File: config.mk
export PLATFORM = sky130hd
export DESIGN_NAME = mips_multicycle_ctrl
export DESIGN_NICKNAME = d
export VERILOG_FILES = /design/src/rtl/mips_multicycle_ctrl.sv
export SDC_FILE = /design/constraint.sdc
export NUM_CORES = 1
export LEC_CHECK = 0
export CORE_ASPECT_RATIO = 1.1
export CORE_UTILIZATION = 52
export CTS_CLUSTER_DIAMETER = 50
export DETAILED_ROUTE_END_ITERATION = 12
export PLACE_DENSITY = 0.89
export SYNTH_ARGS = -nofsm -noshare
export SYNTH_HDL_FRONTEND = slang
export SYNTH_SLANG_ARGS = --single-unit
File: constraint.sdc
create_clock -name clk -period 3.8 [get_ports clk]
set_input_delay 0.76 -clock clk [delete_from_list [all_inputs] [get_ports clk]]
set_output_delay 0.76 -clock clk [all_outputs]
set_load 0.02 [all_outputs]
File: src/rtl/mips_multicycle_ctrl.sv
// Multicycle MIPS control FSM: sequences fetch/decode/execute/memory/writeback,
// drives datapath selects and enables, counts retired instructions, traps on bad encodings.
module mips_multicycle_ctrl (
    input  logic        clk,
    input  logic        rst,
    input  logic [5:0]  opcode,
    input  logic [5:0]  funct,
    input  logic        zero,
    input  logic        mem_ready,
    output logic        mem_req,
    output logic        mem_we,
    output logic        iord,
    output logic        ir_write,
    output logic        pc_write,
    output logic        reg_write,
    output logic [1:0]  pc_src,
    output logic [1:0]  alu_src_a,
    output logic [1:0]  alu_src_b,
    output logic        imm_zext,
    output logic [2:0]  alu_ctrl,
    output logic [1:0]  reg_dst,
    output logic [1:0]  mem_to_reg,
    output logic        illegal,
    output logic [31:0] instret
);
    localparam int unsigned CNT_W = 32;

    localparam logic [5:0] OP_RTYPE = 6'h00;
    localparam logic [5:0] OP_J     = 6'h02;
    localparam logic [5:0] OP_JAL   = 6'h03;
    localparam logic [5:0] OP_BEQ   = 6'h04;
    localparam logic [5:0] OP_BNE   = 6'h05;
    localparam logic [5:0] OP_ADDI  = 6'h08;
    localparam logic [5:0] OP_SLTI  = 6'h0A;
    localparam logic [5:0] OP_ANDI  = 6'h0C;
    localparam logic [5:0] OP_ORI   = 6'h0D;
    localparam logic [5:0] OP_LUI   = 6'h0F;
    localparam logic [5:0] OP_LW    = 6'h23;
    localparam logic [5:0] OP_SW    = 6'h2B;

    localparam logic [5:0] FN_SLL = 6'h00;
    localparam logic [5:0] FN_SRL = 6'h02;
    localparam logic [5:0] FN_JR  = 6'h08;
    localparam logic [5:0] FN_ADD = 6'h20;
    localparam logic [5:0] FN_SUB = 6'h22;
    localparam logic [5:0] FN_AND = 6'h24;
    localparam logic [5:0] FN_OR  = 6'h25;
    localparam logic [5:0] FN_SLT = 6'h2A;

    localparam logic [2:0] ALU_ADD = 3'd0;
    localparam logic [2:0] ALU_SUB = 3'd1;
    localparam logic [2:0] ALU_AND = 3'd2;
    localparam logic [2:0] ALU_OR  = 3'd3;
    localparam logic [2:0] ALU_SLT = 3'd4;
    localparam logic [2:0] ALU_SLL = 3'd5;
    localparam logic [2:0] ALU_SRL = 3'd6;
    localparam logic [2:0] ALU_LUI = 3'd7;

    typedef enum logic [3:0] {
        S_FETCH, S_DECODE, S_EXEC_R, S_EXEC_I, S_ALU_WB, S_MEM_ADDR, S_MEM_RD,
        S_MEM_WB, S_MEM_WR, S_BRANCH, S_JUMP, S_JAL, S_JR, S_TRAP
    } state_t;

    state_t            r_state;
    state_t            w_next;
    logic [CNT_W-1:0]  r_instret;
    logic              w_retire;
    logic              w_r_ok;
    logic [2:0]        w_r_alu;
    logic              w_i_ok;
    logic [2:0]        w_i_alu;
    logic              w_mem_req;
    logic              w_mem_we;
    logic              w_ir_write;
    logic              w_pc_write;
    logic              w_reg_write;
    logic              w_illegal;

    // R-type funct decode (jr handled separately)
    always_comb begin
        w_r_ok  = 1'b1;
        w_r_alu = ALU_ADD;
        case (funct)
            FN_ADD:  w_r_alu = ALU_ADD;
            FN_SUB:  w_r_alu = ALU_SUB;
            FN_AND:  w_r_alu = ALU_AND;
            FN_OR:   w_r_alu = ALU_OR;
            FN_SLT:  w_r_alu = ALU_SLT;
            FN_SLL:  w_r_alu = ALU_SLL;
            FN_SRL:  w_r_alu = ALU_SRL;
            default: w_r_ok  = 1'b0;
        endcase
    end

    // I-type ALU opcode decode
    always_comb begin
        w_i_ok  = 1'b1;
        w_i_alu = ALU_ADD;
        case (opcode)
            OP_ADDI: w_i_alu = ALU_ADD;
            OP_ANDI: w_i_alu = ALU_AND;
            OP_ORI:  w_i_alu = ALU_OR;
            OP_SLTI: w_i_alu = ALU_SLT;
            OP_LUI:  w_i_alu = ALU_LUI;
            default: w_i_ok  = 1'b0;
        endcase
    end

    always_ff @(posedge clk) begin
        if (rst) begin
            r_state   <= S_FETCH;
            r_instret <= '0;
        end else begin
            r_state <= w_next;
            if (w_retire) r_instret <= r_instret + CNT_W'(1);
        end
    end

    always_comb begin
        w_next      = r_state;
        w_retire    = 1'b0;
        w_mem_req   = 1'b0;
        w_mem_we    = 1'b0;
        iord        = 1'b0;
        w_ir_write  = 1'b0;
        w_pc_write  = 1'b0;
        w_reg_write = 1'b0;
        pc_src      = 2'd0;
        alu_src_a   = 2'd0;
        alu_src_b   = 2'd0;
        imm_zext    = 1'b0;
        alu_ctrl    = ALU_ADD;
        reg_dst     = 2'd0;
        mem_to_reg  = 2'd0;
        w_illegal   = 1'b0;
        case (r_state)
            S_FETCH: begin
                w_mem_req = 1'b1;
                alu_src_b = 2'd1;
                if (mem_ready) begin
                    w_ir_write = 1'b1;
                    w_pc_write = 1'b1;
                    w_next     = S_DECODE;
                end
            end
            S_DECODE: begin
                alu_src_b = 2'd3;
                if (opcode == OP_RTYPE) begin
                    if (funct == FN_JR) w_next = S_JR;
                    else if (w_r_ok)    w_next = S_EXEC_R;
                    else                w_next = S_TRAP;
                end else if (opcode == OP_LW || opcode == OP_SW) begin
                    w_next = S_MEM_ADDR;
                end else if (opcode == OP_BEQ || opcode == OP_BNE) begin
                    w_next = S_BRANCH;
                end else if (w_i_ok) begin
                    w_next = S_EXEC_I;
                end else if (opcode == OP_J) begin
                    w_next = S_JUMP;
                end else if (opcode == OP_JAL) begin
                    w_next = S_JAL;
                end else begin
                    w_next = S_TRAP;
                end
            end
            S_EXEC_R: begin
                alu_src_a = (funct == FN_SLL || funct == FN_SRL) ? 2'd2 : 2'd1;
                alu_ctrl  = w_r_alu;
                w_next    = S_ALU_WB;
            end
            S_EXEC_I: begin
                alu_src_a = 2'd1;
                alu_src_b = 2'd2;
                imm_zext  = (opcode == OP_ANDI || opcode == OP_ORI);
                alu_ctrl  = w_i_alu;
                w_next    = S_ALU_WB;
            end
            S_ALU_WB: begin
                w_reg_write = 1'b1;
                reg_dst     = (opcode == OP_RTYPE) ? 2'd1 : 2'd0;
                w_retire    = 1'b1;
                w_next      = S_FETCH;
            end
            S_MEM_ADDR: begin
                alu_src_a = 2'd1;
                alu_src_b = 2'd2;
                w_next    = (opcode == OP_LW) ? S_MEM_RD : S_MEM_WR;
            end
            S_MEM_RD: begin
                w_mem_req = 1'b1;
                iord      = 1'b1;
                if (mem_ready) w_next = S_MEM_WB;
            end
            S_MEM_WB: begin
                w_reg_write = 1'b1;
                mem_to_reg  = 2'd1;
                w_retire    = 1'b1;
                w_next      = S_FETCH;
            end
            S_MEM_WR: begin
                w_mem_req = 1'b1;
                w_mem_we  = 1'b1;
                iord      = 1'b1;
                if (mem_ready) begin
                    w_retire = 1'b1;
                    w_next   = S_FETCH;
                end
            end
            S_BRANCH: begin
                alu_src_a  = 2'd1;
                alu_ctrl   = ALU_SUB;
                pc_src     = 2'd1;
                w_pc_write = (opcode == OP_BEQ) ? zero : !zero;
                w_retire   = 1'b1;
                w_next     = S_FETCH;
            end
            S_JUMP, S_JAL: begin
                pc_src     = 2'd2;
                w_pc_write = 1'b1;
                if (r_state == S_JAL) begin
                    w_reg_write = 1'b1;
                    reg_dst     = 2'd2;
                    mem_to_reg  = 2'd2;
                end
                w_retire   = 1'b1;
                w_next     = S_FETCH;
            end
            // rs | r0 through the ALU yields the jump register value
            S_JR: begin
                alu_src_a  = 2'd1;
                alu_ctrl   = ALU_OR;
                w_pc_write = 1'b1;
                w_retire   = 1'b1;
                w_next     = S_FETCH;
            end
            S_TRAP: w_illegal = 1'b1;
            default: w_next = S_FETCH;
        endcase
    end

    // Reset masks every side effect regardless of the current state
    assign mem_req   = w_mem_req   & ~rst;
    assign mem_we    = w_mem_we    & ~rst;
    assign ir_write  = w_ir_write  & ~rst;
    assign pc_write  = w_pc_write  & ~rst;
    assign reg_write = w_reg_write & ~rst;
    assign illegal   = w_illegal   & ~rst;
    assign instret   = r_instret;
endmodule

# Yosys cells after proc, flatten, opt, wreduce, memory -nomap -nowiden
# Cells that the tools add are included.
[op_classes]
add_sub_neg = 1
n_reduce_logical = 20
n_mul = 0
bitwise_logic = 8
n_mux = 38
n_div = 0
order_cmp = 0
n_shift = 0
eq_ne = 34
[ops]
columns = ["op", "n"]
rows = [
  ["6-bit == test, second input constant", 7],
  ["4-bit two-way mux", 10],
  ["6-bit by 4-bit == test with 1-bit output, second input constant", 6],
  ["32-bit by 1-bit adder with 32-bit output, second input constant", 1],
  ["4-bit case mux with 7 select lines", 1],
  ["4-bit == test, second input constant", 6],
  ["3-bit case mux with 4 select lines", 2],
  ["6-bit by 2-bit == test with 1-bit output, second input constant", 3],
  ["3-bit case mux with 6 select lines", 1],
  ["4-bit by 3-bit == test with 1-bit output, second input constant", 4],
  ["2-bit case mux with 2 select lines", 4],
  ["6-bit by 3-bit == test with 1-bit output, second input constant", 2],
  ["6-bit logical NOT", 2],
  ["1-bit two-way mux", 12],
  ["2-bit OR reduction", 5],
  ["4-bit by 2-bit == test with 1-bit output, second input constant", 2],
  ["7-bit OR reduction", 1],
  ["1-bit AND", 6],
  ["3-bit two-way mux", 2],
  ["2-bit != test, second input constant", 3],
  ["2-bit case mux with 3 select lines", 1],
  ["3-bit OR reduction", 2],
  ["6-bit OR reduction", 1],
  ["5-bit OR reduction", 1],
  ["10 further kinds", 16],
]
[totals]
latch_bits = 0
register_bits = 36
out_inout_bits = 53
elab_cells = 103
memories = 0
mem_bits_ro = 0
ramBits = 0
input_bits = 16

# Logic depth before layout (Yosys ltp)
# Gate-level depths: netlist of the first run.
[logic_depth]
depth_word = 8
ltp_mapped = 8
mapped_depth_nobuf = 6

# Worst setup path after synthesis of the first run
# No wires, ideal clock.
[synth_path]
path_type = "in2out"
from = "in opcode[2]"
to = "out reg_dst[0]"
stages = 4
n_path_buf = 1
setup_slack_ns = 1.005
arrival_time_ns = 2.035
path_cell_list = "clkbuf_1 -> nor4_1 -> nand2_1 -> nor4_1"
[synth_via]
elab_chain_len = 3
[synth_lines]
columns = ["item", "line_no", "text"]
rows = [
  ["start: declaration", "6", "input logic [5:0] opcode,"],
  ["6-bit logical NOT", "180", "reg_dst = (opcode == OP_RTYPE) ? 2'd1 : 2'd0;"],
  ["1-bit two-way mux", "180", ""],
  ["2-bit case mux with 2 select lines", "136", "case (r_state)"],
  ["end: declaration", "21", "output logic [1:0] reg_dst,"],
]
# No other way between the ends.

# Final worst setup path of the first run
[layout_path]
from = "in funct[2]"
to = "out alu_ctrl[0]"
[layout_via]
elab_chain_len = 3
word_cells_on_any_way = 8
cone_classes = "5 x eq/ne; 2 x mux; 1 x reduce/logical"
[layout_lines]
columns = ["item", "line_no", "text"]
rows = [
  ["start: declaration", "7", "input logic [5:0] funct,"],
  ["6-bit by 2-bit == test with 1-bit output (tied with other cells)", "83", "case (funct)"],
  ["3-bit case mux with 6 select lines *", "83", ""],
  ["3-bit case mux with 4 select lines *", "136", ""],
  ["end: declaration", "20", "output logic [2:0] alu_ctrl,"],
]
# Every way passes the cells marked *; elsewhere a longest branch is shown, timed or not.

==> flow_summary.json, run 1 <==
{
  "dp_worst_setup_slack_ps": 312,
  "dpl.cell_count": 434,
  "htree_levels": 2,
  "synth_seq_area_share": 0.302,
  "grt_use_total": 0.293,
  "max_freq_mhz": 284,
  "die_x_um": 66.6,
  "die_y_um": 73.1,
  "gp_congestion": 0.873,
  "syn_nets": 342,
  "cp_max_fo": 5,
  "area_growth_pct": 33.8,
  "period_share": 0.926,
  "synth-seq-cells": 36,
  "rsz0062_at_grt": "false",
  "syn_area_mm2": 0.00239,
  "final_cells": 442,
  "skew_ps": 12.2,
  "cts_hold_buffers": 0,
  "clock_path_buffers": 2,
  "yosysUniqueCellTypes": 53,
  "post-dp-hpwl_mm": 4.86,
  "grt_pass1_vias": 2519,
  "viasPerCell": 6.24,
  "maxCapViolCount": 0,
  "clk_pin_slew_ps": 60,
  "tritoncts": "built",
  "drc": 0,
  "antenna_cells": 0,
  "wl_per_cell_um": 15.1,
  "synth_edf_count": 0,
  "route.top_layer_used": "met4",
  "nets": 404,
  "p_total_uw": 843,
  "reg2reg_depth": 6,
  "ioPinCount": 69,
  "tightest_slew_ps": 548,
  "ir_worst_vdd_mv": 0.169,
  "vias": 2758,
  "clock-sinks": 36,
  "final-max-slew-violation-count": 0,
  "synthArstFlopShare": 0,
  "crit_end": "alu_ctrl[0]",
  "cts_buffers": 5,
  "overflow": 0,
  "floorplan.initialDensity": 0.550,
  "grt_pass1_wl_mm": 11.2,
  "status": "completed",
  "ys_warn_count": 0,
  "dr_wl_met3_um": 437,
  "row_count": 25,
  "regToRegStartpoint": "r_state[1]$_SDFFE_PP0P_",
  "portBuffers": 68,
  "coreArea_mm2": 0.00435,
  "setup_viol": 0,
  "holdCritPathClass": "reg -> reg",
  "crit_required_ps": 3040,
  "critPathLaunch": "funct[2]",
  "cts-root-buf": "clkbuf_8",
  "clock_latency_ps": 290,
  "cts_setup_buffers": 0,
  "critical_path_arrival_ps": 2760,
  "p_leak_uw": 0.00109,
  "min_period_ps": 3520,
  "r2r-end": "instret[18]$_SDFFE_PP0P_",
  "grt_max_degree": 31,
  "startpoint_type": "input pin",
  "fin_tns_setup_ps": 0,
  "power_density_mw_per_mm2": 264,
  "drt-initial-drc-count": 321,
  "ant_nets": 0,
  "dieArea_mm2": 0.00487,
  "hold_violations": 0,
  "cp-end-kind": "primary output",
  "first_pass_iters": 6,
  "wl_met1_mm": 2.73,
  "timing.final.ws_setup_ps": 280,
  "post_synth_inst_count": 325,
  "synth.avg_cell_area_um2": 7.35,
  "route.met2.wl_mm": 3.37,
  "path_class": "in -> out",
  "wl_mm": 6.68,
  "slew_headroom": 0.634,
  "antenna_found_initial": 0,
  "layout-drive-gt1-share": 0.0464,
  "reg2reg_slack_ps": 1470,
  "ys.flop_type": "dfxtp_1",
  "ctsResizeCount": 0
}
==> cell usage in the layout (no fill, tap or decap), types with 4 or more instances in the layout <==
cell type / count
nor4_1: 8
nand2b_1: 5
nand3_1: 14
clkdlybuf4s50_1: 68
nand4_1: 18
or3_1: 13
and3_1: 6
clkbuf_8: 6
nor2_1: 34
dfxtp_1: 36
and4_1: 5
nor2b_1: 12
buf_4: 6
xnor2_1: 4
o21ai_1: 4
nand2_1: 28
xor2_1: 14
o21ai_0: 17
nor3_1: 9
inv_1: 10
a211oi_1: 4
a21oi_1: 20
==> registers in the layout, summed over array words and instances, names as in the netlist <==
name and flops:
instret 32, r_state 4
==> power by group <==
part | switching (uW) | total [uW] | internal (uW)
sequential | 17.2 | 400 | 382
clock | 139 | 286 | 147
combinational | 87.5 | 158 | 70.4
total | 243 | 843 | 600
==> worst max-delay path, cell delays in order <==
cell and delay [ps]:
clkdlybuf4s50_1 470, nor3_1 460, nor2_1 130, o32ai_1 170
a211o_1 170, clkdlybuf4s50_1 600
==> routing by layer <==
| metal | global-route usage | vias to the layer above |
|---|---|---|
| met5 | 0 | - |
| met4 | 0.116 | 0 |
| met3 | 0.0484 | 19 |
| met2 | 0.502 | 138 |
| met1 | 0.363 | 1282 |
| li1 | - | 1319 |
==> cell type report <==
type,instances,area [um2]
well taps,54,67.6
clock inverters,1,7.51
fillers,370,1150
clock buffers,7,86.3
multi-input cells,260,1550
repair buffers,74,726
inverters,10,37.5
flip-flops and latches,36,721
==> synthesized netlist by cell type (all sizes together), types with 2 or more instances <==
| library cell | count | area (um2) |
|---|---|---|
| a211oi | 4 | 30.0 |
| a21oi | 20 | 100 |
| a31oi | 3 | 18.8 |
| and2 | 3 | 18.8 |
| and3 | 6 | 37.5 |
| and4 | 5 | 43.8 |
| buf | 4 | 22.5 |
| clkbuf | 15 | 56.3 |
| dfxtp | 36 | 721 |
| inv | 10 | 37.5 |
| mux2i | 2 | 20.0 |
| nand2 | 28 | 105 |
| nand2b | 5 | 31.3 |
| nand3 | 14 | 70.1 |
| nand3b | 3 | 22.5 |
| nand4 | 19 | 125 |
| nand4b | 2 | 17.5 |
| nor2 | 34 | 128 |
| nor2b | 12 | 75.1 |
| nor3 | 9 | 45.0 |
| nor3b | 2 | 15.0 |
| nor4 | 8 | 50.1 |
| o21ai | 21 | 105 |
| o221ai | 2 | 17.5 |
| o32ai | 3 | 26.3 |
| o41ai | 2 | 17.5 |
| or2 | 4 | 27.5 |
| or3 | 13 | 81.3 |
| xnor2 | 4 | 35.0 |
| xor2 | 14 | 123 |
==> stage by stage <==
| stage | area [um2] | utilization | hold WS, ps |
|---|---|---|---|
| 4_1_cts | 3200 | 0.736 | 498 |
| 3_3_place_gp | 3100 | 0.714 | 481 |
| 3_5_place_dp | 3100 | 0.714 | 489 |
| 2_1_floorplan | 2390 | - | 557 |
| 6_report | 3200 | 0.736 | 504 |
| 5_1_grt | 3200 | 0.736 | 524 |
==> cell families after synthesis <==
kind of cell / count (synthesis) / synth area share
compound gates: 65 / 0.167
mux: 3 / 0.0131
buf+inv: 29 / 0.0487
simple gates: 173 / 0.398
fa+ha+maj: 1 / 0.00523
flops: 36 / 0.302
xor+xnor: 18 / 0.0660
==> worst min-delay path by stage <==
stage               slack [ps]                startpoint  cells past startpoint                  endpoint
detailed placement         490  instret[31]$_SDFFE_PP0P_                      2  instret[31]$_SDFFE_PP0P_
floorplan                  560  instret[29]$_SDFFE_PP0P_                      2  instret[29]$_SDFFE_PP0P_
global route               520  instret[29]$_SDFFE_PP0P_                      2  instret[29]$_SDFFE_PP0P_
finish                     500  instret[31]$_SDFFE_PP0P_                      2  instret[31]$_SDFFE_PP0P_
CTS                        500  instret[31]$_SDFFE_PP0P_                      2  instret[31]$_SDFFE_PP0P_
global placement           480  instret[31]$_SDFFE_PP0P_                      2  instret[31]$_SDFFE_PP0P_
Power figures use the tool's default switching activity.
==> inputs of run 2 (changes only) <==
--- a/config.mk
+++ b/config.mk
@@ -9,7 +9,9 @@
 export CORE_UTILIZATION = 52
 export CTS_CLUSTER_DIAMETER = 50
 export DETAILED_ROUTE_END_ITERATION = 12
+export GPL_TIMING_DRIVEN = 0
 export PLACE_DENSITY = 0.89
+export SETUP_SLACK_MARGIN = 0.15
 export SYNTH_ARGS = -nofsm -noshare
 export SYNTH_HDL_FRONTEND = slang
 export SYNTH_SLANG_ARGS = --single-unit
==> flow_summary.json, run 2 (synthesis results as in run 1) <==
{
  "drt-initial-drc-count": 194,
  "grt_pass1_wl_mm": 11.4,
  "cp_max_fo": 10,
  "startpoint_type": "input pin",
  "slew_headroom": 0.621,
  "cts-root-buf": "clkbuf_8",
  "clock-sinks": 36,
  "rsz0062_at_grt": "true",
  "period_share": 0.951,
  "power_density_mw_per_mm2": 277,
  "cts_buffers": 5,
  "die_y_um": 73.1,
  "first_pass_iters": 5,
  "drc": 0,
  "clock_latency_ps": 290,
  "max_freq_mhz": 277,
  "coreArea_mm2": 0.00435,
  "critPathLaunch": "opcode[2]",
  "crit_required_ps": 3040,
  "reg2reg_depth": 8,
  "grt_max_degree": 12,
  "largest_reg_flops": 32,
  "hold_start": "instret[29]$_SDFFE_PP0P_",
  "fin_tns_setup_ps": 0,
  "r2r-end": "instret[30]$_SDFFE_PP0P_",
  "dieArea_mm2": 0.00487,
  "path_class": "in -> out",
  "design_area_mm2": 0.00323,
  "placed_cell_area_mm2": 0.00312,
  "final_common_cell": "clkdlybuf4s50_1",
  "hold_violations": 0,
  "grt_pass1_vias": 2556,
  "gp_congestion": 0.924,
  "row_count": 25,
  "layout-drive-gt1-share": 0.0426,
  "tritoncts": "built",
  "floorplan.initialDensity": 0.550,
  "dp_worst_setup_slack_ps": 209,
  "grt_util_met2": 0.520,
  "setup_viol": 0,
  "final-max-slew-violation-count": 0,
  "met3_usage": 0.0547,
  "wl_per_cell_um": 15.8,
  "maxCapViolCount": 0,
  "portBuffers": 66,
  "holdCritPathClass": "reg -> reg",
  "critical_path_arrival_ps": 2850,
  "ant_nets": 0,
  "viasPerCell": 6.18,
  "antenna_cells": 0,
  "vias": 2799,
  "ir_worst_vdd_mv": 0.198,
  "overflow": 0,
  "use_met1": 0.363,
  "regToRegStartpoint": "r_state[2]$_SDFFE_PP0P_",
  "wl_mm": 7.15,
  "antenna_found_initial": 0,
  "ioPinCount": 69,
  "timing.final.ws_setup_ps": 187,
  "min_delay_path_depth": 2,
  "status": "completed",
  "skew_ps": 9.58,
  "clock_path_buffers": 2,
  "cp-end-kind": "primary output",
  "post-dp-hpwl_mm": 5.11,
  "tightest_slew_ps": 563,
  "nets": 415,
  "min_to": "instret[29]$_SDFFE_PP0P_",
  "reg2reg_slack_ps": 1510,
  "area_growth_pct": 35.2,
  "grt_use_total": 0.302,
  "final_cell_mix": "66 x clkdlybuf4s50_1, 36 x dfxtp_1, 34 x nor2_1",
  "busiest_layer": "met2",
  "die_x_um": 66.6,
  "p_leak_uw": 0.00110,
  "clk_pin_slew_ps": 70,
  "htree_levels": 2,
  "cts_hold_buffers": 0,
  "min_period_ps": 3610
}
[run 2: changes by cell type in the layout (fill, tap and decap cells not counted)]
cell	delta
clkdlybuf4s50_1	-2
nor4_1	-1
clkinvlp_4	-1
buf_2	+3
clkbuf_8	-1
nor4_2	+1
buf_4	-5
bufinv_16	+1
clkbuf_1	+15
clkinv_2	+1
[run 2: layout make-up]
| type | instances | area, um2 |
|---|---|---|
| clock inverter | 2 | 35.0 |
| inverter | 10 | 37.5 |
| sequential | 36 | 721 |
| timing repair buffer | 66 | 661 |
| buffer | 19 | 78.8 |
| multi-input combinational | 260 | 1560 |
| clock buffer | 6 | 72.6 |
| fill | 351 | 1120 |
| tap | 54 | 67.6 |
[run 2: worst max-delay path by stage]
stage	to	slack (ps)
CTS	reg_dst[0]	190
global route	pc_write	120
global placement	reg_dst[0]	160
finish	pc_write	190
detailed placement	reg_dst[0]	210
floorplan	reg_dst[0]	1010
[run 2: metal layers]
metal	wire, um	vias to the layer above
li1	-	1335
met1	2950	1311
met2	3540	137
met3	497	16
met4	158	0
met5	0	-
[run 2: what timing repair did]
item                       in CTS  in global routing
setup endpoints to repair       0                  1
buffers inserted                0                  0
resized for setup               0                  1
[run 2: power breakdown]
part	total, uW	switching [uW]	leakage [uW]	internal [uW]
clock network	334	139	0.0000552	195
logic	171	102	0.000753	69.3
registers	391	8.39	0.000290	382
[run 2: per-stage QoR]
stage,cells,utilization,hold WS (ps),power (uW)
3_5_place_dp,445,0.717,489,564
2_1_floorplan,325,-,557,497
3_3_place_gp,445,0.717,480,562
5_1_grt,453,0.743,529,927
6_report,453,0.743,514,896
4_1_cts,453,0.742,506,892
[run 2: critical path: stages]
cell	delay, ps
clkdlybuf4s50_1	470
clkbuf_1	350
nand4_1	170
xor2_1	170
nand2_1	90
a31oi_1	200
clkdlybuf4s50_1	630
